[config.mk]
export PLATFORM = sky130hd
export DESIGN_NAME = pwm_capture
export DESIGN_NICKNAME = d
export VERILOG_FILES = /design/src/rtl/pwm_capture.sv
export SDC_FILE = /design/constraint.sdc
export NUM_CORES = 1
export LEC_CHECK = 0
export ABC_AREA = 1
export CAP_MARGIN = 20
export CORE_ASPECT_RATIO = 0.6
export CORE_UTILIZATION = 39
export DETAILED_ROUTE_END_ITERATION = 8
export DONT_BUFFER_PORTS = 1
export MAX_ROUTING_LAYER = met4
export SYNTH_ARGS = -nofsm -noshare
export SYNTH_HDL_FRONTEND = slang
export SYNTH_SLANG_ARGS = --single-unit
[constraint.sdc]
create_clock -name clk -period 1.5 [get_ports clk]
set_input_delay 0.225 -clock clk [delete_from_list [all_inputs] [get_ports clk]]
set_output_delay 0.225 -clock clk [all_outputs]
set_load 0.005 [all_outputs]
[src/rtl/pwm_capture.sv]
// rtl/pwm_capture.sv - PWM high-time and period capture with stuck-input detection
// Measurements are taken from the synchronized copy of pwm_in only.
module pwm_capture #(
    parameter int WIDTH = 16
) (
    input  logic             clk,
    input  logic             rst_n,
    input  logic             pwm_in,
    output logic [WIDTH-1:0] high_cnt,
    output logic [WIDTH-1:0] period,
    output logic             valid,
    output logic             stuck_high,
    output logic             stuck_low
);

    localparam logic [WIDTH-1:0] ALL_ONES = {WIDTH{1'b1}};
    localparam logic [WIDTH-1:0] ONE      = WIDTH'(1);

    typedef enum logic {
        IDLE    = 1'b0,
        MEASURE = 1'b1
    } state_t;

    state_t           r_state;
    logic             r_sync1;
    logic             r_sync2;
    logic             r_s_d;
    logic [WIDTH-1:0] r_period_run;
    logic [WIDTH-1:0] r_high_run;
    logic [WIDTH-1:0] r_high_cnt;
    logic [WIDTH-1:0] r_period;
    logic             r_valid;
    logic             r_stuck_high;
    logic             r_stuck_low;

    logic w_s;
    logic w_rise;
    logic w_timeout;

    assign w_s       = r_sync2;
    assign w_rise    = r_sync2 & ~r_s_d;
    assign w_timeout = (r_period_run == ALL_ONES);

    always_ff @(posedge clk or negedge rst_n) begin
        if (!rst_n) begin
            r_sync1 <= 1'b0;
            r_sync2 <= 1'b0;
            r_s_d   <= 1'b0;
        end else begin
            r_sync1 <= pwm_in;
            r_sync2 <= r_sync1;
            r_s_d   <= r_sync2;
        end
    end

    always_ff @(posedge clk or negedge rst_n) begin
        if (!rst_n) begin
            r_state      <= IDLE;
            r_period_run <= '0;
            r_high_run   <= '0;
            r_high_cnt   <= '0;
            r_period     <= '0;
            r_valid      <= 1'b0;
            r_stuck_high <= 1'b0;
            r_stuck_low  <= 1'b0;
        end else begin
            r_valid <= 1'b0;
            if (w_rise) begin
                // The rise cycle itself is the first cycle of the next period.
                if (r_state == MEASURE) begin
                    r_period   <= r_period_run;
                    r_high_cnt <= r_high_run;
                    r_valid    <= 1'b1;
                end
                r_state      <= MEASURE;
                r_period_run <= ONE;
                r_high_run   <= ONE;
                r_stuck_high <= 1'b0;
                r_stuck_low  <= 1'b0;
            end else if (w_timeout) begin
                r_state      <= IDLE;
                r_period_run <= '0;
                r_high_run   <= '0;
                r_stuck_high <= w_s;
                r_stuck_low  <= ~w_s;
                r_high_cnt   <= w_s ? ALL_ONES : '0;
                r_period     <= ALL_ONES;
            end else begin
                r_period_run <= r_period_run + ONE;
                if ((r_state == MEASURE) && w_s) begin
                    r_high_run <= r_high_run + ONE;
                end
            end
        end
    end

    assign high_cnt   = r_high_cnt;
    assign period     = r_period;
    assign valid      = r_valid;
    assign stuck_high = r_stuck_high;
    assign stuck_low  = r_stuck_low;

endmodule

Yosys cells after proc, flatten, opt, wreduce, memory -nomap -nowiden
Index checks and enable logic that the tools add are counted.

Bitwise gates (word level): 3. Multiplexer cells: 20. Add/sub/neg operators: 2. Reduce and logical (&&, ||, !) cells: 4. Equal/unequal tests: 2.

Operators with widths (count): 16-bit two-way mux (12); 16-bit by 1-bit adder with 16-bit output (second input constant) (2); 16-bit == test (second input constant) (1); 1-bit two-way mux (8); 3-bit nonzero test (1); 2-bit inequality test (second input constant) (1); 1-bit inverter (2); 2-bit AND reduction (1); 2-bit nonzero test (1); 1-bit AND (1); 1-bit logical AND (1).

Bits of input ports: 3. Output and inout bits: 35. Logic and storage cells: 42. Register bits: 71.

Depth between registers and ports, before layout
Depth after elaboration: 4. Mapped depth: 10. Depth with buffers taken out: 9.

Worst setup path after synthesis
No wires, ideal clock.

Path type: register to register. Start: register r_period_run[0]. End: register r_high_run[10]. Stages on the path, launching flop included: 10. Clock period less this slack: 1.445 ns. Arrival time: 1.326 ns. Path slack: 0.055 ns. Cell sequence: dfrtp_1 ha_1 nand2_1 nor2_2 nand2_2 nor2_4 inv_1 nand2_2 buf_6 nor2_1.

Longest elaborated chain between the ends: 3. Elaborated cells between the ends (all ways): 4. Classes of those cells: eq/ne (1); mux (2); reduce/logical (1).

RTL lines: from (decl) (line 28) `logic [WIDTH-1:0] r_period_run;`; from (signal assigned) (line 89) `r_period_run <= r_period_run + ONE;`; 16-bit == test * (line 42) `assign w_timeout = (r_period_run == ALL_ONES);`; 16-bit two-way mux (line 80) `end else if (w_timeout) begin`; 16-bit two-way mux (line 68) `if (w_rise) begin`; to (signal assigned) (line 91) `r_high_run <= r_high_run + ONE;`; to (decl) (line 29) `logic [WIDTH-1:0] r_high_run;`.

Mark *: on every way between the ends. The rest lies on a longest branch, timed or not. A chain may end at the register's enable or synchronous reset.

Worst setup path in the final report
Start: register r_period_run[1]. End: register r_high_cnt[12] (netlist: high_cnt[12]).

Longest elaborated chain between the ends: 3.

RTL lines: 16-bit == test (line 42); 2-bit nonzero test (no line); 2-bit AND reduction (no line); to (signal assigned) (line 72) `r_high_cnt <= r_high_run;`; to (signal assigned) (line 86) `r_high_cnt <= w_s ? ALL_ONES : '0;`; to (decl) (line 30) `logic [WIDTH-1:0] r_high_cnt;`.

No other way between the ends.

==> impl_metrics.csv <==
group,metric,value,unit
timing,part_of_the_cycle_the_worst_path_needs,106,%
run_status,result_of_the_run,"finished, violations left",
timing,timing.fmax,0.629,GHz
placed_design,placed_cells,594,
grt,global_route.usage.total,22.4,%
timing,timing.final.ws_setup,-0.0895,ns
cts,cts-root-to-sink-buffers,2,
logic_synthesis,number_of_enable_flip_flop_cells_after_synthesis,0,
grt,grt_overflow_total,0,
cts,clk_pin_slew,0.07,ns
placed_design,globalplace.congestion,0.927,
job,cap_viol_max_count,0,
logic_synthesis,synthesis.nets,457,
routing,avgViaCountPerCell,5.10,
routing,routedWlPerCell,16.1,um
routing,drt-pass1-iter-count,5,
finish,area.growth.synth_to_final,37.2,%
setup_path,worstPathCellList,"ha_2, nand2_2, nor2_4, nand2_2, nor2_4, buf_6, nand2_8, nand2_8, clkbuf_16, nand2_4, nand2_1",
floorplan,die_y,75.5,um
logic_synthesis,yosys_synthesis_warning_count,0,
routing,vias,3224,
timing,worst_clock_skew,0.0157,ns
routing,violation_count_after_the_first_detailed_routing_iteration,344,
pwr,p_leak,2.31,nW
routing,antenna_violating_nets_post_route,0,
floorplan,io_pins,38,
pwr,ir_worst_vdd,0.000658,V
floorplan,floorplan.core_area,8620,um^2
logic_synthesis,postSynth.topFlopCell,"sky130_fd_sc_hd__dfrtp_1",
setup_path,critPathSlowestCell,"sky130_fd_sc_hd__dfrtp_1",
cts,worst_skew_pair.late_latency,0.35,ns
logic_synthesis,ys_ff_latch,71,
pwr,cellPowerDensity,1170,nW/um^2
grt,grt_max_degree,72,
worst_hold_path,min_path_type,"input pin to async pin",
floorplan,start_util,40.8,%
logic_synthesis,netlist_instances,452,
placed_design,dp_worst_setup_slack,-0.263,ns
setup_path,cp.required,1.78,ns
cts,clock_sink_count,71,
setup_path,cp-end-kind,"flip-flop",
timing,tightestPinTransition,0.435,ns
setup_path,r2r_slack,-0.09,ns
floorplan,fp.dieArea,9410,um^2
routing,drc,0,
run_status,failed_checks,"negative hold slack, negative setup slack",
timing,setup_repair_after_global_routing_missed_its_margin,"yes",
finish,filler_cells_inserted,760,
logic_synthesis,postSynth.asyncResetShare,100,%
logic_synthesis,mappedNetlistArea,3520,um^2
placed_design,placed_cell_area,3950,um^2
routing,drt_wl_total,10.2,mm
grt,grt_first_pass_wirelength,15.4,mm
setup_path,cp_slowest_stage_delay,0.36,ns
setup_path,critical_path.max_fanout,6,
cts,cts-root-buf,"sky130_fd_sc_hd__clkbuf_16",
finish,finalCoreUtilization,56.0,%
finish,drive_above_1_share,30.6,%
logic_synthesis,synth.yosys.seq_area_share,50.5,%
finish,final_area,4820,um^2
setup_path,crit_path_start_kind,"flip-flop",
cts,cts_tree,"built",
timing,maxSlewViolCount,0,
setup_path,worst_ep_arrival_time,1.87,ns
grt,antenna_found_initial,0,
setup_path,crit_type,"flip-flop to flip-flop",
placed_design,dp_hpwl,6.47,mm
cts,cts_hold_buffers,1,
timing,timing_hold_violations_final,71,
placed_design,placement.io_buffers,0,
timing,report.final.setup_viol,43,
finish,fin_cells,632,
finish,num_antenna_cells,0,
finish,finalNetCount,520,
timing,hold_slack,-0.425,ns
floorplan,number_of_cell_rows,26,
cts,cts-buffers-inserted,9,
timing,timing.setup.tns,-2.62,ns
logic_synthesis,postSynthAreaPerCell,7.78,um^2
cts,cts_max_level,3,
grt,grt_pass1_vias,2875,
logic_synthesis,post_synth_num_cell_types,31,
floorplan,die_x,125,um
timing,remaining_max_slew_budget_at_the_tightest_pin,71.0,%
timing,finalWorstPathRequiredPeriod,1.59,ns
pwr,finalPower,5.66,mW
[routing by layer]
layer / routed length, um / up-vias / GRT usage, %
met3: 793 / 14 / 5.27
met4: 182 / 0 / 7.76
met1: 5070 / 1542 / 33.1
met2: 4120 / 127 / 29.3
met5: 0 / - / -
li1: - / 1541 / -
[worst max-delay path, delay by kind of cell (launching register included)]
| kind | cells | cell delay (ns) |
|---|---|---|
| adder cells (fa/ha/maj) | 1 | 0.20 |
| buffers and inverters | 2 | 0.31 |
| flip-flops | 1 | 0.36 |
| AND/OR/NAND/NOR | 8 | 0.64 |
[cell type report]
cell class,count,area [um^2],share of cell area [%]
flip-flops and latches,71,1780,36.8
clock buffers,10,239,4.95
inverters,36,140,2.90
well taps,112,140,2.90
repair buffers,67,646,13.4
clock inverters,6,68.8,1.43
multi-input cells,330,1810,37.6
[state kept, by name, summed over array words and instances, names as in the netlist]
| register | cells |
|---|---|
| high_cnt | 16 |
| period | 16 |
| r_high_run | 16 |
| r_period_run | 16 |
| r_s_d | 1 |
| r_state | 1 |
| r_sync1 | 1 |
| r_sync2 | 1 |
| stuck_high | 1 |
| stuck_low | 1 |
| valid | 1 |
[cell usage after synthesis (2+ instances only)]
| master | instances | area [um^2] |
|---|---|---|
| sky130_fd_sc_hd__nand2_4 | 3 | 33.8 |
| sky130_fd_sc_hd__o21ai_0 | 5 | 25.0 |
| sky130_fd_sc_hd__xor2_1 | 11 | 96.3 |
| sky130_fd_sc_hd__nand2_2 | 3 | 18.8 |
| sky130_fd_sc_hd__o21ai_1 | 2 | 10.0 |
| sky130_fd_sc_hd__nand3_1 | 53 | 265 |
| sky130_fd_sc_hd__nor3_1 | 4 | 20.0 |
| sky130_fd_sc_hd__a21oi_1 | 14 | 70.1 |
| sky130_fd_sc_hd__inv_1 | 31 | 116 |
| sky130_fd_sc_hd__buf_1 | 2 | 7.51 |
| sky130_fd_sc_hd__buf_6 | 4 | 45.0 |
| sky130_fd_sc_hd__ha_1 | 2 | 25.0 |
| sky130_fd_sc_hd__clkbuf_1 | 3 | 11.3 |
| sky130_fd_sc_hd__buf_2 | 5 | 25.0 |
| sky130_fd_sc_hd__dfrtp_1 | 71 | 1780 |
| sky130_fd_sc_hd__or2_1 | 5 | 31.3 |
| sky130_fd_sc_hd__inv_2 | 4 | 15.0 |
| sky130_fd_sc_hd__nor2_2 | 3 | 18.8 |
| sky130_fd_sc_hd__nor2_1 | 61 | 229 |
| sky130_fd_sc_hd__nand4_1 | 3 | 18.8 |
| sky130_fd_sc_hd__nand2_1 | 153 | 574 |
[path summary, 6_finish.rpt]
kind | start | to | depth (start not counted)
max in group asynchronous | rst_n | period[12] | 0
min in group clk | r_sync1 | r_sync2 | 0
setup / recovery | r_period_run[1] | high_cnt[12] | 11
hold reg to reg | r_sync1 | r_sync2 | 0
hold / removal | rst_n | r_state | 0
setup reg to reg | r_period_run[1] | high_cnt[12] | 11
[cells in the final DEF, fill, tap and decap left out, drive strengths merged]
cell,synthesis,routed
dfrtp,71,71
nand4,3,3
a21oi,14,14
nand2,159,159
clkinv,1,4
a211oi,1,1
xor2,11,11
inv,35,36
dlygate4sd3,0,1
a31oi,1,1
nor2,66,66
buf,12,64
nor3,4,4
and2,1,1
clkinvlp,0,1
ha,2,2
nand3,53,53
bufinv,0,1
clkbuf,3,12
o21ai,7,7
nand3b,1,1
or2,7,7
[kinds of logic (layout without fill, tap and decap cells)]
logic type | after synthesis | in the layout | share of synthesized area, %
compound gates | 23 | 23 | 3.38
xor+xnor | 11 | 11 | 2.74
fa+ha+maj | 2 | 2 | 0.712
buf+inv | 51 | 119 | 6.58
flops | 71 | 71 | 50.5
simple gates | 294 | 294 | 36.1
[power by group]
group / switching (mW) / internal, mW / total, mW
clock: 0.864 / 1.34 / 2.20
sequential: 0.226 / 2.18 / 2.40
combinational: 0.545 / 0.504 / 1.05
[what timing repair did]
item                       in CTS  in global routing
setup buffers                  10                  8
setup endpoints to repair      61                 64
cloned                          1                  4
pin swaps                       6                 16
hold endpoints to repair       72                 71
resized for setup              28                 67
Power figures use the tool's default switching activity.
